**config.mk**
```make
export PLATFORM = sky130hd
export DESIGN_NAME = prism_sp_puzzle_hw_gem_irq_coalesce_flat
export DESIGN_NICKNAME = d
export VERILOG_FILES = /design/src/rtl/prism_sp_puzzle_hw_gem_irq_coalesce_if.sv /design/src/rtl/prism_sp_puzzle_hw_gem_irq_coalesce.sv /design/src/flat_wrapper.sv
export SDC_FILE = /design/constraint.sdc
export NUM_CORES = 1
export LEC_CHECK = 0
export ABC_AREA = 1
export ABC_CLOCK_PERIOD_IN_PS = 4180
export CORE_MARGIN = 1
export CORE_UTILIZATION = 40
export CTS_CLUSTER_SIZE = 20
export DETAILED_ROUTE_END_ITERATION = 6
export GPL_TIMING_DRIVEN = 0
export MAX_ROUTING_LAYER = met4
export PLACE_DENSITY = 0.75
export REMOVE_ABC_BUFFERS = 1
export SYNTH_ARGS = -nofsm -noshare
export SYNTH_HDL_FRONTEND = slang
export SYNTH_SLANG_ARGS = --single-unit
```
**constraint.sdc**
```tcl
create_clock -name clock -period 4.18 [get_ports clock]
set_clock_uncertainty 0.1 [all_clocks]
set_input_delay 1.254 -clock clock [delete_from_list [all_inputs] [get_ports clock]]
set_output_delay 1.254 -clock clock [all_outputs]
set_load 0.05 [all_outputs]
```
**src/rtl/prism_sp_puzzle_hw_gem_irq_coalesce_if.sv**
```systemverilog
// Cookie-drain and interrupt bundle between the ring-release FIFOs, the coalescer and the MMR block.
// Handshake: a cookie moves when fifo_r_rd_en[c] is high in a cycle where fifo_r_empty[c] is low
// (FWFT head on fifo_r_rd_data); intr_req is a level held until a one-cycle intr_ack.
interface prism_sp_puzzle_hw_gem_irq_coalesce_if #(
  parameter int NUM_CHANNELS = 4,
  parameter int COOKIE_WIDTH = 64,
  parameter int COUNT_WIDTH  = 8
);
  logic [NUM_CHANNELS-1:0]              fifo_r_empty;
  logic [NUM_CHANNELS*COOKIE_WIDTH-1:0] fifo_r_rd_data;
  logic [NUM_CHANNELS-1:0]              fifo_r_rd_en;
  logic [NUM_CHANNELS-1:0]              intr_req;
  logic [NUM_CHANNELS-1:0]              intr_ack;
  logic [NUM_CHANNELS*COUNT_WIDTH-1:0]  pending_count;

  // master: the coalescer; slave: FIFOs plus MMR interrupt block
  modport master (
    input  fifo_r_empty, fifo_r_rd_data, intr_ack,
    output fifo_r_rd_en, intr_req, pending_count
  );
  modport slave (
    output fifo_r_empty, fifo_r_rd_data, intr_ack,
    input  fifo_r_rd_en, intr_req, pending_count
  );
endinterface

```
**src/rtl/prism_sp_puzzle_hw_gem_irq_coalesce.sv**
```systemverilog
// Per-channel interrupt coalescer: count threshold, timeout, error bypass.
// Optional PRISM_SP_IRQ_COALESCE_STATS_EN adds irq_stats (ASSERT entries per channel, 32-bit wrap).
module prism_sp_puzzle_hw_gem_irq_coalesce #(
  parameter int NUM_CHANNELS = 4,
  parameter int COOKIE_WIDTH = 64,
  parameter int COUNT_WIDTH  = 8,
  parameter int TIMER_WIDTH  = 16,
  parameter int ERR_BIT      = 0
) (
  input  logic                                clock,
  input  logic                                resetn,
  input  logic                                enable,
  input  logic [NUM_CHANNELS*COUNT_WIDTH-1:0] cfg_thresh,
  input  logic [NUM_CHANNELS*TIMER_WIDTH-1:0] cfg_timeout,
  prism_sp_puzzle_hw_gem_irq_coalesce_if.master bus,
  output logic [NUM_CHANNELS*2-1:0]           state_dbg
`ifdef PRISM_SP_IRQ_COALESCE_STATS_EN
  ,
  output logic [NUM_CHANNELS*32-1:0]          irq_stats
`endif
);

  typedef enum logic [1:0] {IDLE = 2'd0, ACCUM = 2'd1, ASSERT = 2'd2} state_t;

  localparam logic [COUNT_WIDTH-1:0] CNT_MAX = '1;

  for (genvar c = 0; c < NUM_CHANNELS; c++) begin : g_ch
    state_t                  state, state_nx;
    logic [COUNT_WIDTH-1:0]  cnt, cnt_nx, pend, pend_nx, thr;
    logic [COUNT_WIDTH:0]    sum;
    logic [TIMER_WIDTH-1:0]  timer, timer_nx, timer_inc, tmo;
    logic                    req, req_nx, pop, err, tmo_hit;

    assign thr = (cfg_thresh[c*COUNT_WIDTH +: COUNT_WIDTH] == '0) ? COUNT_WIDTH'(1)
               : cfg_thresh[c*COUNT_WIDTH +: COUNT_WIDTH];
    assign tmo       = cfg_timeout[c*TIMER_WIDTH +: TIMER_WIDTH];
    assign pop       = enable & ~bus.fifo_r_empty[c] & (cnt != CNT_MAX);
    assign err       = pop & bus.fifo_r_rd_data[c*COOKIE_WIDTH + ERR_BIT];
    assign sum       = {1'b0, cnt} + {{COUNT_WIDTH{1'b0}}, pop};
    assign timer_inc = timer + 1'b1;
    assign tmo_hit   = (tmo != '0) && (timer_inc == tmo);

    // The timer counts the window's first pop cycle, so a window opened at t expires at t+timeout.
    always_comb begin
      state_nx = state;
      cnt_nx   = cnt;
      timer_nx = timer;
      pend_nx  = pend;
      req_nx   = req;
      unique case (state)
        IDLE: begin
          if (pop) begin
            if (err || thr == COUNT_WIDTH'(1) || tmo == TIMER_WIDTH'(1)) begin
              state_nx = ASSERT;
              pend_nx  = COUNT_WIDTH'(1);
              cnt_nx   = '0;
              req_nx   = 1'b1;
            end else begin
              state_nx = ACCUM;
              cnt_nx   = COUNT_WIDTH'(1);
              timer_nx = TIMER_WIDTH'(1);
            end
          end
        end
        ACCUM: begin
          if (enable) begin
            timer_nx = timer_inc;
            if (sum >= {1'b0, thr} || tmo_hit || err) begin
              state_nx = ASSERT;
              pend_nx  = sum[COUNT_WIDTH-1:0];
              cnt_nx   = '0;
              req_nx   = 1'b1;
            end else begin
              cnt_nx = sum[COUNT_WIDTH-1:0];
            end
          end
        end
        ASSERT: begin
          // rd_en stalls at CNT_MAX, so sum never exceeds the counter width here
          cnt_nx = sum[COUNT_WIDTH-1:0];
          if (bus.intr_ack[c]) begin
            req_nx   = 1'b0;
            timer_nx = '0;
            state_nx = (sum != '0) ? ACCUM : IDLE;
          end
        end
        default: state_nx = IDLE;
      endcase
    end

    always_ff @(posedge clock or negedge resetn) begin
      if (!resetn) begin
        state <= IDLE;
        cnt   <= '0;
        timer <= '0;
        pend  <= '0;
        req   <= 1'b0;
      end else begin
        state <= state_nx;
        cnt   <= cnt_nx;
        timer <= timer_nx;
        pend  <= pend_nx;
        req   <= req_nx;
      end
    end

    assign bus.fifo_r_rd_en[c]                             = pop;
    assign bus.intr_req[c]                                 = req;
    assign bus.pending_count[c*COUNT_WIDTH +: COUNT_WIDTH] = pend;
    assign state_dbg[c*2 +: 2]                             = state;

`ifdef PRISM_SP_IRQ_COALESCE_STATS_EN
    logic [31:0] stats;
    always_ff @(posedge clock or negedge resetn) begin
      if (!resetn)                               stats <= '0;
      else if (state_nx == ASSERT && state != ASSERT) stats <= stats + 32'd1;
    end
    assign irq_stats[c*32 +: 32] = stats;
`endif
  end

  // Only the error flag of each cookie matters to this stage.
  logic unused_cookie_bits;
  assign unused_cookie_bits = ^bus.fifo_r_rd_data;

endmodule

```
**src/flat_wrapper.sv**
```systemverilog
// flat-port wrapper written by rule: the top's interface ports become plain ports
module prism_sp_puzzle_hw_gem_irq_coalesce_flat 
#(
  parameter int NUM_CHANNELS = 4,
  parameter int COOKIE_WIDTH = 64,
  parameter int COUNT_WIDTH  = 8,
  parameter int TIMER_WIDTH  = 16,
  parameter int ERR_BIT      = 0
)
  (clock, resetn, enable, cfg_thresh, cfg_timeout, state_dbg, bus_fifo_r_empty, bus_fifo_r_rd_data, bus_intr_ack, bus_fifo_r_rd_en, bus_intr_req, bus_pending_count);
  prism_sp_puzzle_hw_gem_irq_coalesce_if #(.NUM_CHANNELS(NUM_CHANNELS), .COOKIE_WIDTH(COOKIE_WIDTH), .COUNT_WIDTH(COUNT_WIDTH)) bus_i ();
  input  logic clock;
  input  logic resetn;
  input  logic enable;
  input  logic [NUM_CHANNELS*COUNT_WIDTH-1:0] cfg_thresh;
  input  logic [NUM_CHANNELS*TIMER_WIDTH-1:0] cfg_timeout;
  output logic [NUM_CHANNELS*2-1:0] state_dbg;
  input wire logic [$bits(bus_i.fifo_r_empty)-1:0] bus_fifo_r_empty;
  input wire logic [$bits(bus_i.fifo_r_rd_data)-1:0] bus_fifo_r_rd_data;
  input wire logic [$bits(bus_i.intr_ack)-1:0] bus_intr_ack;
  output wire logic [$bits(bus_i.fifo_r_rd_en)-1:0] bus_fifo_r_rd_en;
  output wire logic [$bits(bus_i.intr_req)-1:0] bus_intr_req;
  output wire logic [$bits(bus_i.pending_count)-1:0] bus_pending_count;
  assign bus_i.fifo_r_empty = bus_fifo_r_empty;
  assign bus_i.fifo_r_rd_data = bus_fifo_r_rd_data;
  assign bus_i.intr_ack = bus_intr_ack;
  assign bus_fifo_r_rd_en = bus_i.fifo_r_rd_en;
  assign bus_intr_req = bus_i.intr_req;
  assign bus_pending_count = bus_i.pending_count;
  prism_sp_puzzle_hw_gem_irq_coalesce #(.NUM_CHANNELS(NUM_CHANNELS), .COOKIE_WIDTH(COOKIE_WIDTH), .COUNT_WIDTH(COUNT_WIDTH), .TIMER_WIDTH(TIMER_WIDTH), .ERR_BIT(ERR_BIT)) u_core (.clock(clock), .resetn(resetn), .enable(enable), .cfg_thresh(cfg_thresh), .cfg_timeout(cfg_timeout), .bus(bus_i), .state_dbg(state_dbg));
endmodule
```
Word-level counts from Yosys, hierarchy flattened
Index checks and enable logic that the tools add are counted.

Word-level logic and storage cells: 276. Output and inout bits: 48. Register bits after elaboration: 140. Input bits: 363.

Mux-type cells: 116. $lt $le $gt $ge: 4. Reduce and logical (&&, ||, !) cells: 64. Bitwise logic cells: 16. Add/subtract/negate cells: 8. Equality and inequality tests: 48.

Operator list (count): 16-bit two-way mux (16); 8-bit two-way mux (32); 16-bit case mux with 3 select lines (4); 8-bit case mux with 3 select lines (4); 16-bit by 1-bit adder with 16-bit output, second input constant (4); 16-bit by 1-bit == test with 1-bit output, second input constant (4); 16-bit == test (4); 8-bit case mux with 2 select lines (4); 16-bit nonzero test (4); 2-bit two-way mux (20); 5-bit AND reduction (8); 8-bit by 1-bit adder with 9-bit output (4); 9-bit by 8-bit greater-or-equal comparator with 1-bit output (4); 9-bit nonzero test (4); 8-bit by 1-bit == test with 1-bit output, second input constant (4); 8-bit logical NOT (4); 8-bit inequality test, second input constant (4); 1-bit two-way mux (28); 2-bit by 1-bit inequality test with 1-bit output, second input constant (12); 2-bit inequality test, second input constant (12); 2-bit case mux with 3 select lines (4); 6-bit AND reduction (4); 1-bit logical OR (16); 4-bit AND reduction (4); 10 further kinds (48).

Longest topological paths before layout
Depth in word-level cells: 10. Gate-level depth with buffers: 25. Mapped depth without buffers: 23.

Least setup slack after synthesis
Ideal clock, no wire load.

Kind: input -> register. Start: input enable. End: register u_core.g_ch[0].pend[6]. Library setup time: 0.120 ns. Slack: 0.222 ns. Data arrival time: 3.738 ns. Path buffers: 2. Required time: 3.960 ns. Cell stages on the path: 23. Path through: buf_4 -> inv_1 -> nor2_1 -> nand2_1 -> inv_1 -> ha_1 -> nand3_1 -> nor3_1 -> nand3_1 -> xor2_1 -> ha_1 -> nand2_1 -> inv_1 -> nand3_1 -> nor2_1 -> nand3_1 -> nand3_1 -> nor2_1 -> nand2_2 -> nand3_4 -> buf_6 -> nand2_1 -> o21ai_2.

Cells in the longest elaborated chain, start to end: 8. Elaborated cells between the ends (all ways): 17. Those cells by class: add/sub (1); order compare (1); eq/ne (4); mux (3); bitwise (3); reduce/logical (5).

RTL lines: start, declared (RTL line flat_wrapper.sv:14) `input logic enable;`; 1-bit bitwise AND (*) (2 in a row) (RTL line prism_sp_puzzle_hw_gem_irq_coalesce.sv:37) `assign pop = enable & ~bus.fifo_r_empty[c] & (cnt != CNT_MAX);`; net u_core.g_ch[0].pop (RTL line prism_sp_puzzle_hw_gem_irq_coalesce.sv:32) `logic req, req_nx, pop, err, tmo_hit;`; 8-bit by 1-bit adder with 9-bit output (RTL line prism_sp_puzzle_hw_gem_irq_coalesce.sv:39) `assign sum = {1'b0, cnt} + {{COUNT_WIDTH{1'b0}}, pop};`; 9-bit by 8-bit greater-or-equal comparator with 1-bit output (RTL line prism_sp_puzzle_hw_gem_irq_coalesce.sv:68) `if (sum >= {1'b0, thr} || tmo_hit || err) begin`; 1-bit logical OR (2 in a row) (RTL line prism_sp_puzzle_hw_gem_irq_coalesce.sv:68); 2-bit by 1-bit inequality test with 1-bit output (no line); 5-bit AND reduction (no line); end signal, assigned (RTL line prism_sp_puzzle_hw_gem_irq_coalesce.sv:102) `pend <= pend_nx;`; end, declared (RTL line prism_sp_puzzle_hw_gem_irq_coalesce.sv:29) `logic [COUNT_WIDTH-1:0] cnt, cnt_nx, pend, pend_nx, thr;`.

Mark *: on every way through the listed nets, which the timed path passes. The rest lies on a longest branch. The select of a mux whose other input is x is not followed. A chain may end at the register's enable or synchronous reset.

Worst setup path in the final report
Start: input bus_fifo_r_empty[1]. End: output bus_fifo_r_rd_en[1].

Cells in the longest elaborated chain, start to end: 3.

RTL lines: start, declared (RTL line flat_wrapper.sv:18) `input wire logic [$bits(bus_i.fifo_r_empty)-1:0] bus_fifo_r_empty;`; 1-bit NOT (RTL line prism_sp_puzzle_hw_gem_irq_coalesce.sv:37); 1-bit bitwise AND (2 in a row) (RTL line prism_sp_puzzle_hw_gem_irq_coalesce.sv:37); end, declared (RTL line flat_wrapper.sv:21) `output wire logic [$bits(bus_i.fifo_r_rd_en)-1:0] bus_fifo_r_rd_en;`.

No other way between the ends.

==> impl_metrics.env <==
export IMPL_outcome="finished clean"
export IMPL_layout_common_cells="nand2_1 (503), inv_1 (275), nand3_1 (189)"
export IMPL_crit_buf_inv=2
export IMPL_row_count=61
export IMPL_synthCells=1759
export IMPL_met1_usage_pct=27.5
export IMPL_synthToLayoutAreaGrowth_pct=25.1
export IMPL_hp_class="flop to flop"
export IMPL_cp_common_cell="clkdlybuf4s50_1"
export IMPL_cts_max_path_buffers=2
export IMPL_crit_required_ns=2.83
export IMPL_grtUsageMet2_pct=36.4
export IMPL_synth_edf_count=0
export IMPL_gp_congestion=0.919
export IMPL_power_share_switching_pct=44.3
export IMPL_maxSlewViolCount=0
export IMPL_yosys_area_top_type="dfrtp_1"
export IMPL_fmaxAchievable_ghz=0.241
export IMPL_port_buffers=158
export IMPL_htreeDepth=4
export IMPL_wl_um=32000
export IMPL_fp_dieH_um=171
export IMPL_crit_path_top_delay_cell="clkdlybuf4s50_1"
export IMPL_critical_path_max_stage_delay_ns=0.83
export IMPL_synth_top_area_share_pct=30.5
export IMPL_dpl_cell_area_sq_um=13400
export IMPL_power_switching_uw=3000
export IMPL_drive_above_1_share_pct=9.03
export IMPL_use_met3_pct=5.38
export IMPL_pwr_share_clk_pct=27.3
export IMPL_cts_tree="yes"
export IMPL_clk_pin_slew_ns=0.06
export IMPL_numClockSinks=140
export IMPL_cap_viol_max_count=0
export IMPL_wl_per_cell_um=13.9
export IMPL_reg2reg_to="u_core.g_ch[1].state[1]$_DFFE_PN0P_"
export IMPL_core_area_sq_um=28000
export IMPL_start_util_pct=41.0
export IMPL_cp_end_kind="output pin"
export IMPL_grt_busiest_layer="met2"
export IMPL_pwr_share_seq_pct=25.3
export IMPL_ys_flop_type="dfrtp_1"
export IMPL_via_per_inst=5.14
export IMPL_grt_overflow_total=0
export IMPL_min_to="u_core.g_ch[1].pend[4]$_DFFE_PN0P_"
export IMPL_drt_iter0_markers=902
export IMPL_leakagePower_uw=0.00683
export IMPL_peakVddDrop_v=0.000353
export IMPL_path_class="primary input to output pin"
export IMPL_die_w_um=171
export IMPL_synth_area_per_cell_sq_um=6.53
export IMPL_synth_area_sq_um=11500
export IMPL_globalRouteTotalUtil_pct=22.4
export IMPL_min_period_ns=4.14
export IMPL_numCtsBuffers=17
export IMPL_antenna_found_initial=4
export IMPL_final_common_cell="nand2_1"
export IMPL_firstDrtPassIters=5
export IMPL_combPwrFrac_pct=47.5
export IMPL_clockRootBuffer="clkbuf_16"
export IMPL_setup_viol=0
export IMPL_clock_latency_ns=0.43
export IMPL_ant_nets=0
export IMPL_cp_data_arrival_time_ns=2.79
export IMPL_yosysWarnings=0
export IMPL_crit_path_start_kind="primary input"
export IMPL_slew_headroom_pct=17.5
export IMPL_path_max_fanout=4
export IMPL_drc_errors=0
export IMPL_async_flop_share_pct=100
export IMPL_grt_start_max_net_pins=96
export IMPL_ys_seq_elements=140
export IMPL_die_area_sq_um=29400
export IMPL_ys_types=45
export IMPL_yosysSeqAreaShare_pct=30.5
export IMPL_final_net_count=2328
export IMPL_rsz0062_at_grt="true"
export IMPL_hold_violations=0
export IMPL_hold_start="u_core.g_ch[1].pend[4]$_DFFE_PN0P_"
export IMPL_crit_family="buffers and inverters"
export IMPL_via_count=11865
export IMPL_synth_area_leaders="dfrtp_1 (30%), nand2_1 (17%), inv_1 (9.1%)"
export IMPL_io_pins=411
export IMPL_p_total_uw=6770
export IMPL_power_density_nw_per_um2=471
export IMPL_grt_first_pass_wirelength_um=51600
export IMPL_r2r_start="u_core.g_ch[1].cnt[6]$_DFFE_PN0P_"
export IMPL_hold_depth=2
export IMPL_rrSetupSlack_ns=0.55
export IMPL_grt_pass1_vias=11132
export IMPL_r2r_cells=19
export IMPL_p_int_uw=3770
export IMPL_tightestPinTransition_ns=1.24
export IMPL_hpwl_um=24200
export IMPL_cp_cell_sequence="clkdlybuf4s50_1, nor2_4, clkdlybuf4s50_1"
export IMPL_fin_area_sq_um=14400
export IMPL_period_share_pct=99.1
==> power by group through the flow <==
| stage | Sequential [uW] | Clock, uW | Combinational, uW |
|---|---|---|---|
| floorplan | 2000 | 0 | 1820 |
| global placement | 1720 | 0 | 2980 |
| detailed placement | 1720 | 0 | 3090 |
| CTS | 1700 | 1870 | 3110 |
| global route | 1730 | 1940 | 3550 |
| finish | 1710 | 1850 | 3220 |
==> worst reg2reg max path, cell delays in order, from the launching register on <==
cell and delay, ns:
dfrtp_1 0.42, inv_1 0.08, nor3_1 0.25, nand4_1 0.17, nand2_1 0.14, nor2_4 0.06
ha_1 0.21, ha_1 0.24, nand3_1 0.12, nor2_2 0.06, xor2_2 0.17, ha_1 0.31
nand2_1 0.05, nor3_1 0.26, a21boi_0 0.23, a21oi_1 0.12, nand2_2 0.20, nand2_1 0.16
nor2_1 0.12, a21oi_1 0.05
==> through the flow <==
stage	TNS (ns)	setup WS, ns	std cells	hold slack [ns]	util [%]
after floorplan	-3.78	-0.267	1726	0.372	-
after global placement	-727.88	-4.33	2262	0.366	47.6
after detailed placement	-105.17	-1.36	2265	0.371	47.8
after CTS	0	0.00641	2297	0.385	50.5
after global routing	-0.331	-0.0472	2308	0.401	51.3
final	0	0.0390	2308	0.384	51.3
==> layer usage <==
metal | share of wire (%) | vias to the layer above
met4 | 2.0 | 0
met3 | 7.1 | 50
met5 | 0 | -
li1 | - | 5948
met2 | 46 | 381
met1 | 44 | 5486
==> cells by family (layout without fill, tap and decap cells) <==
group,after synthesis,after routing,share of synthesized area (%)
simple gates,1038,1039,40.5
buf+inv,316,482,11.0
compound gates,179,179,9.39
flops,140,140,30.5
fa+ha+maj,52,52,5.66
xor+xnor,34,34,2.95
other cells,0,4,0
==> cell usage after synthesis, drive strengths merged (3+ instances only) <==
master    n
a211oi    4
nand2   533
dfrtp   140
inv     281
o211ai    3
nor4      7
ha       52
buf      22
o21a      3
nor3     29
nand3   196
a21oi    15
xnor3     3
o22ai     3
nand4    58
and2      4
xor2     27
o21ai   145
a21boi    3
nor2    195
xnor2     4
nand3b    7
clkbuf   11
or2       7
==> registers in the layout, indices dropped and copies added (netlist names) <==
signal	count
u_core.g_ch.pend	32
u_core.g_ch.cnt	32
u_core.g_ch.timer	64
u_core.g_ch.req	4
u_core.g_ch.state	8
==> final cells by class <==
type | count | area, sq um
Inverter | 283 | 1070
Clock inverter | 10 | 234
Sequential cell | 140 | 3500
Fill cell | 2717 | 13600
Multi-Input combinational cell | 1304 | 6930
Antenna cell | 4 | 10.0
Tap cell | 378 | 473
Timing Repair Buffer | 167 | 1680
Clock buffer | 22 | 474
==> what timing repair did <==
item / in CTS / in global routing
pin swaps: 0 / 8
cloned: 0 / 1
gates resized for setup: 13 / 44
hold buffers: 0 / 0
endpoints found under the hold margin: 0 / 0
setup endpoints to repair: 96 / 77
buffers inserted: 0 / 6
==> how the worst max path moves through the flow <==
stage | from | to | cells after the start
after floorplan | enable | u_core.g_ch[1].pend[0]$_DFFE_PN0P_ | 17
after global placement | resetn | u_core.g_ch[0].cnt[5]$_DFFE_PN0P_ | 1
after detailed placement | enable | u_core.g_ch[0].pend[1]$_DFFE_PN0P_ | 22
after CTS | bus_fifo_r_empty[2] | u_core.g_ch[2].cnt[2]$_DFFE_PN0P_ | 17
after global routing | bus_fifo_r_empty[0] | u_core.g_ch[0].pend[6]$_DFFE_PN0P_ | 21
final | bus_fifo_r_empty[1] | bus_fifo_r_rd_en[1] | 3
(Power assumes the default switching activity.)
